### config.mk
export PLATFORM = sky130hd
export DESIGN_NAME = decode_queue
export DESIGN_NICKNAME = d
export VERILOG_FILES = /design/src/rtl/decode_queue.sv
export SDC_FILE = /design/constraint.sdc
export NUM_CORES = 1
export LEC_CHECK = 0
export ABC_AREA = 1
export CORE_MARGIN = 4
export CORE_UTILIZATION = 41
export CTS_CLUSTER_DIAMETER = 40
export DETAILED_ROUTE_END_ITERATION = 8
export PLACE_DENSITY = 0.65
export SYNTH_ARGS = -nofsm -noshare
export SYNTH_HDL_FRONTEND = slang
export SYNTH_SLANG_ARGS = --single-unit
### constraint.sdc
create_clock -name clk -period 2.8 [get_ports clk]
set_clock_uncertainty 0.1 [all_clocks]
set_input_delay 0.56 -clock clk [delete_from_list [all_inputs] [get_ports clk]]
set_output_delay 0.56 -clock clk [all_outputs]
set_load 0.05 [all_outputs]
### src/rtl/decode_queue.sv
// Decode stage for the 3-bit machine: decodes {opcode, operand} into a micro-op
// and queues it in a DEPTH-entry FIFO (valid/ready both sides, flush on jumps).
//
// Ports: clk, rst_n (async, active-low), flush
//   fetch side  : in_valid, in_ready, in_opcode[2:0], in_operand[2:0]
//   execute side: out_valid, out_ready, out_operand[2:0], out_op1_sel[1:0],
//                 out_op2_sel[1:0], out_operation_sel[1:0], out_reg_wr_en[4:0],
//                 out_illegal, occupancy[CW-1:0]
module decode_queue #(
  parameter int DEPTH      = 2,
  parameter bit STICKY_SEL = 1'b1,
  localparam int CW        = $clog2(DEPTH + 1)
) (
  input  logic          clk,
  input  logic          rst_n,
  input  logic          flush,
  input  logic          in_valid,
  output logic          in_ready,
  input  logic [2:0]    in_opcode,
  input  logic [2:0]    in_operand,
  output logic          out_valid,
  input  logic          out_ready,
  output logic [2:0]    out_operand,
  output logic [1:0]    out_op1_sel,
  output logic [1:0]    out_op2_sel,
  output logic [1:0]    out_operation_sel,
  output logic [4:0]    out_reg_wr_en,
  output logic          out_illegal,
  output logic [CW-1:0] occupancy
);

  localparam int PW = (DEPTH > 1) ? $clog2(DEPTH) : 1;

  localparam logic [2:0] OP_ADV = 3'd0;
  localparam logic [2:0] OP_BXL = 3'd1;
  localparam logic [2:0] OP_BST = 3'd2;
  localparam logic [2:0] OP_JNZ = 3'd3;
  localparam logic [2:0] OP_BXC = 3'd4;
  localparam logic [2:0] OP_OUT = 3'd5;
  localparam logic [2:0] OP_BDV = 3'd6;
  localparam logic [2:0] OP_CDV = 3'd7;

  localparam logic [1:0] SEL_COMBO = 2'd0;
  localparam logic [1:0] SEL_B     = 2'd1;
  localparam logic [1:0] SEL_C     = 2'd2;
  localparam logic [1:0] SEL_LIT   = 2'd3;

  localparam logic [1:0] OPN_SHIFT = 2'd0;
  localparam logic [1:0] OPN_XOR   = 2'd1;
  localparam logic [1:0] OPN_MOD   = 2'd2;
  localparam logic [1:0] OPN_JUMP  = 2'd3;

  localparam logic [4:0] WR_A   = 5'b00001;
  localparam logic [4:0] WR_B   = 5'b00010;
  localparam logic [4:0] WR_C   = 5'b00100;
  localparam logic [4:0] WR_OUT = 5'b01000;
  localparam logic [4:0] WR_PC  = 5'b10000;

  typedef struct packed {
    logic [2:0] operand;
    logic [1:0] op1;
    logic [1:0] op2;
    logic [1:0] opn;
    logic [4:0] wr;
    logic       ill;
  } uop_t;

  uop_t          mem_q [DEPTH];
  logic [PW-1:0] rd_q, rd_d;
  logic [PW-1:0] wr_q, wr_d;
  logic [CW-1:0] cnt_q, cnt_d;
  logic [1:0]    s1_q, s1_d;
  logic [1:0]    s2_q, s2_d;

  uop_t uop;
  uop_t head;
  logic combo;
  logic push;
  logic pop;

  function automatic logic [PW-1:0] nxt(input logic [PW-1:0] p);
    return (p == PW'(DEPTH - 1)) ? '0 : p + PW'(1);
  endfunction

  always_comb begin
    uop         = '0;
    uop.operand = in_operand;
    uop.op1     = STICKY_SEL ? s1_q : 2'd0;
    uop.op2     = STICKY_SEL ? s2_q : 2'd0;
    uop.opn     = OPN_SHIFT;
    combo       = 1'b0;
    unique case (in_opcode)
      OP_ADV: begin
        uop.wr = WR_A;
        combo  = 1'b1;
      end
      OP_BXL: begin
        uop.op1 = SEL_B;
        uop.op2 = SEL_LIT;
        uop.opn = OPN_XOR;
        uop.wr  = WR_B;
      end
      OP_BST: begin
        uop.op1 = SEL_B;
        uop.opn = OPN_MOD;
        uop.wr  = WR_B;
        combo   = 1'b1;
      end
      OP_JNZ: begin
        uop.opn = OPN_JUMP;
        uop.wr  = WR_PC;
      end
      OP_BXC: begin
        uop.op1 = SEL_B;
        uop.op2 = SEL_C;
        uop.opn = OPN_XOR;
        uop.wr  = WR_B;
      end
      OP_OUT: begin
        uop.op1 = SEL_COMBO;
        uop.opn = OPN_MOD;
        uop.wr  = WR_OUT;
        combo   = 1'b1;
      end
      OP_BDV: begin
        uop.wr = WR_B;
        combo  = 1'b1;
      end
      OP_CDV: begin
        uop.wr = WR_C;
        combo  = 1'b1;
      end
    endcase
    // combo operand 7 is reserved: keep the entry but suppress writes
    if (combo && in_operand == 3'd7) begin
      uop.ill = 1'b1;
      uop.wr  = '0;
    end
  end

  always_comb begin
    out_valid = (cnt_q != '0);
    in_ready  = (cnt_q < CW'(DEPTH)) | out_ready;
    push      = in_valid & in_ready & ~flush;
    pop       = out_valid & out_ready & ~flush;
    rd_d      = pop ? nxt(rd_q) : rd_q;
    wr_d      = push ? nxt(wr_q) : wr_q;
    cnt_d     = cnt_q + CW'(push) - CW'(pop);
    s1_d      = push ? uop.op1 : s1_q;
    s2_d      = push ? uop.op2 : s2_q;
    if (flush) begin
      rd_d  = '0;
      wr_d  = '0;
      cnt_d = '0;
    end
  end

  always_ff @(posedge clk or negedge rst_n) begin
    if (!rst_n) begin
      rd_q  <= '0;
      wr_q  <= '0;
      cnt_q <= '0;
      s1_q  <= '0;
      s2_q  <= '0;
    end else begin
      rd_q  <= rd_d;
      wr_q  <= wr_d;
      cnt_q <= cnt_d;
      s1_q  <= s1_d;
      s2_q  <= s2_d;
    end
  end

  always_ff @(posedge clk) begin
    if (push) mem_q[wr_q] <= uop;
  end

  // empty queue presents all-zero data
  assign head              = out_valid ? mem_q[rd_q] : '0;
  assign out_operand       = head.operand;
  assign out_op1_sel       = head.op1;
  assign out_op2_sel       = head.op2;
  assign out_operation_sel = head.opn;
  assign out_reg_wr_en     = head.wr;
  assign out_illegal       = head.ill;
  assign occupancy         = cnt_q;

endmodule

==> summary.md <==
| Metric | Value |
|---|---|
| Diode count | 0 |
| EDFF count, synth | 30 |
| Worst endpoint required time | 2140 ps |
| CTS root buf | clkbuf_8 |
| Hpwl dp | 2200 um |
| Clk slew on worst S/H paths | 70 ps |
| Synthesis-to-layout area growth | 25.0% |
| Crit path kind | register to output pin |
| Status | completed |
| Most common cell after layout, fill and taps aside | nand2_1 |
| Overflow left after global routing | 0 |
| Die Width | 71.5 um |
| Reg2Reg Depth | 9 |
| Most frequent cells in the layout | nand2_1 (59), edfxtp_1 (30), buf_4 (19) |
| Largest net degree at the start of global routing | 18 |
| Routed Wire Length | 3190 um |
| Fin. max-slew vios | 0 |
| Synth Flop Type | edfxtp_1 |
| Die Y | 71.5 um |
| Worst-path fanout max | 4 |
| TritonCTS buffer count | 5 |
| Synth warn | 0 |
| Clock tree sinks | 38 |
| First-pass GRT wire length | 5460 um |
| Fin nets | 210 |
| Hold Path Cell Cnt | 2 |
| Worst Slack Setup Final | 454 ps |
| CTS tree | yes |
| Avg Inst Size Synth | 10.2 um^2 |
| Initial core utilization | 43.9% |
| Final Hold Vio Count | 0 |
| Top Ports | 30 |
| Share of cells above drive strength 1 | 15.2% |
| Pwr Density | 742 nW/um^2 |
| GP Congestion | 0.840 |
| Post-CTS Hold Fix Bufs | 0 |
| Post-CTS Setup Bufs | 0 |
| Min Tclk post-route | 2350 ps |
| Initial antenna violation count | 0 |
| Port Buffers | 29 |
| Pre-CTS setup slack | 433 ps |
| WL/cell | 12.9 um |
| DRT iter0 DRCs | 47 |
| Core Rows | 22 |
| Tot Pwr | 1530 uW |
| # setup viols final | 0 |
| Overall Global Routing Usage | 13.7% |
| Crit share post-route | 83.8% |
| Startpoint Class | register |
| CTS max path bufs | 2 |
| Routed Antenna Nets | 0 |
| Core region area | 3770 um^2 |
| Peak Freq | 426 MHz |
| RSZ-0062 raised after global routing | false |
| Hold/Removal Path Class | register to register |
| Ys async rst share | 21.1% |
| Normalized max-slew margin | 66.5% |
| Synth Register Bits | 38 |
| Number of max-cap violations | 0 |
| Post-synthesis sequential area ratio | 66.6% |
| H-tree depth | 2 |
| Syn Inst Count | 162 |
| Lkg Pwr | 0.000891 uW |
| Crit path DAT | 1690 ps |
| Number of iterations in the first detailed-routing pass | 4 |
| Syn nets | 175 |
| Hold_ws | 369 ps |
| Clk_lat worst skew | 280 ps |
| Crit end category | output pin |
| Worst VDD drop | 0.297 mV |
| Synth unique cells | 20 |
| Remaining DRCs | 0 |
| Post-place instance area | 1960 um^2 |
| Slew @ Worst Pin | 501 ps |
| Die ar. | 5110 um^2 |
| Synthesized area | 1650 um^2 |
| Vias per cell | 4.91 |
| Fin area | 2070 um^2 |
| Cts repair resizes | 0 |
| Via count | 1208 |
| Vias in the first global route | 1212 |
report_power, final:
part	switching, uW	leakage (uW)	total [uW]	internal (uW)
clock network	181	0.0000579	443	262
registers	15.6	0.000379	666	651
logic	305	0.000455	423	118
Yosys cell counts (2+ instances only):
cell,n,share of area (%)
a21oi_1,17,5.1
buf_2,2,0.61
dfrtp_1,8,12
edfxtp_1,30,54
ha_1,2,1.5
inv_1,13,3.0
inv_2,2,0.45
nand2_1,59,13
nand3_1,4,1.2
nor2_1,11,2.5
nor4_1,2,0.76
o21ai_0,3,0.91
o21ai_1,2,0.61
metal layers:
| metal | wire length [um] | GRT usage (%) | share of wire [%] |
|---|---|---|---|
| met3 | 183 | 3.93 | 5.7 |
| met1 | 1520 | 16.5 | 48 |
| met4 | 17 | 4.38 | 0.53 |
| met2 | 1460 | 23.7 | 46 |
| met5 | 0 | 0 | 0 |
area by class of cell:
cell class	count	area (um^2)
Tap cell	48	60.1
Clock inverter	3	40.0
Multi-Input combinational cell	105	468
Inverter	15	56.3
Sequential cell	38	1100
Timing Repair Buffer	32	273
Fill cell	319	1700
Clock buffer	5	68.8
worst paths after layout:
path	endpoint	slack, ps	from
min in group asynchronous	s2_q[1]	470	rst_n
max reg2reg	occupancy[0]	1060	occupancy[1]
min reg2reg	s2_q[1]	370	s2_q[1]
max	out_valid	450	occupancy[1]
max in group asynchronous	rd_q	1860	rst_n
min	s2_q[1]	370	s2_q[1]
kinds of logic after synthesis:
logic type	count (synthesis)	synth area share (%)
buffers and inverters	19	5.14
AOI/OAI and AO/OA	23	7.03
xor gates and xnor gates	1	0.530
adders and majority gates	2	1.51
DFF	38	66.6
and+or+nand+nor	79	19.2
stage by stage:
stage                     utilization, %  std cells  setup TNS [ps]
final                               54.8        246               0
after global routing                54.8        246               0
after floorplan                        -        162           -1130
after global placement              51.9        238               0
after detailed placement            51.9        238               0
after CTS                           54.8        246               0
registers in the layout (all words and copies together) (netlist names):
name and flops:
s1_q 2, rd_q 1, wr_q 1, s2_q 2, mem_q 30, occupancy 2
critical path: stages, from the launching register on:
cell and delay [ps]:
dfrtp_1 420, inv_1 50, nand2_1 110, clkdlybuf4s50_1 820
No activity file was read; power rests on OpenSTA's default activity.
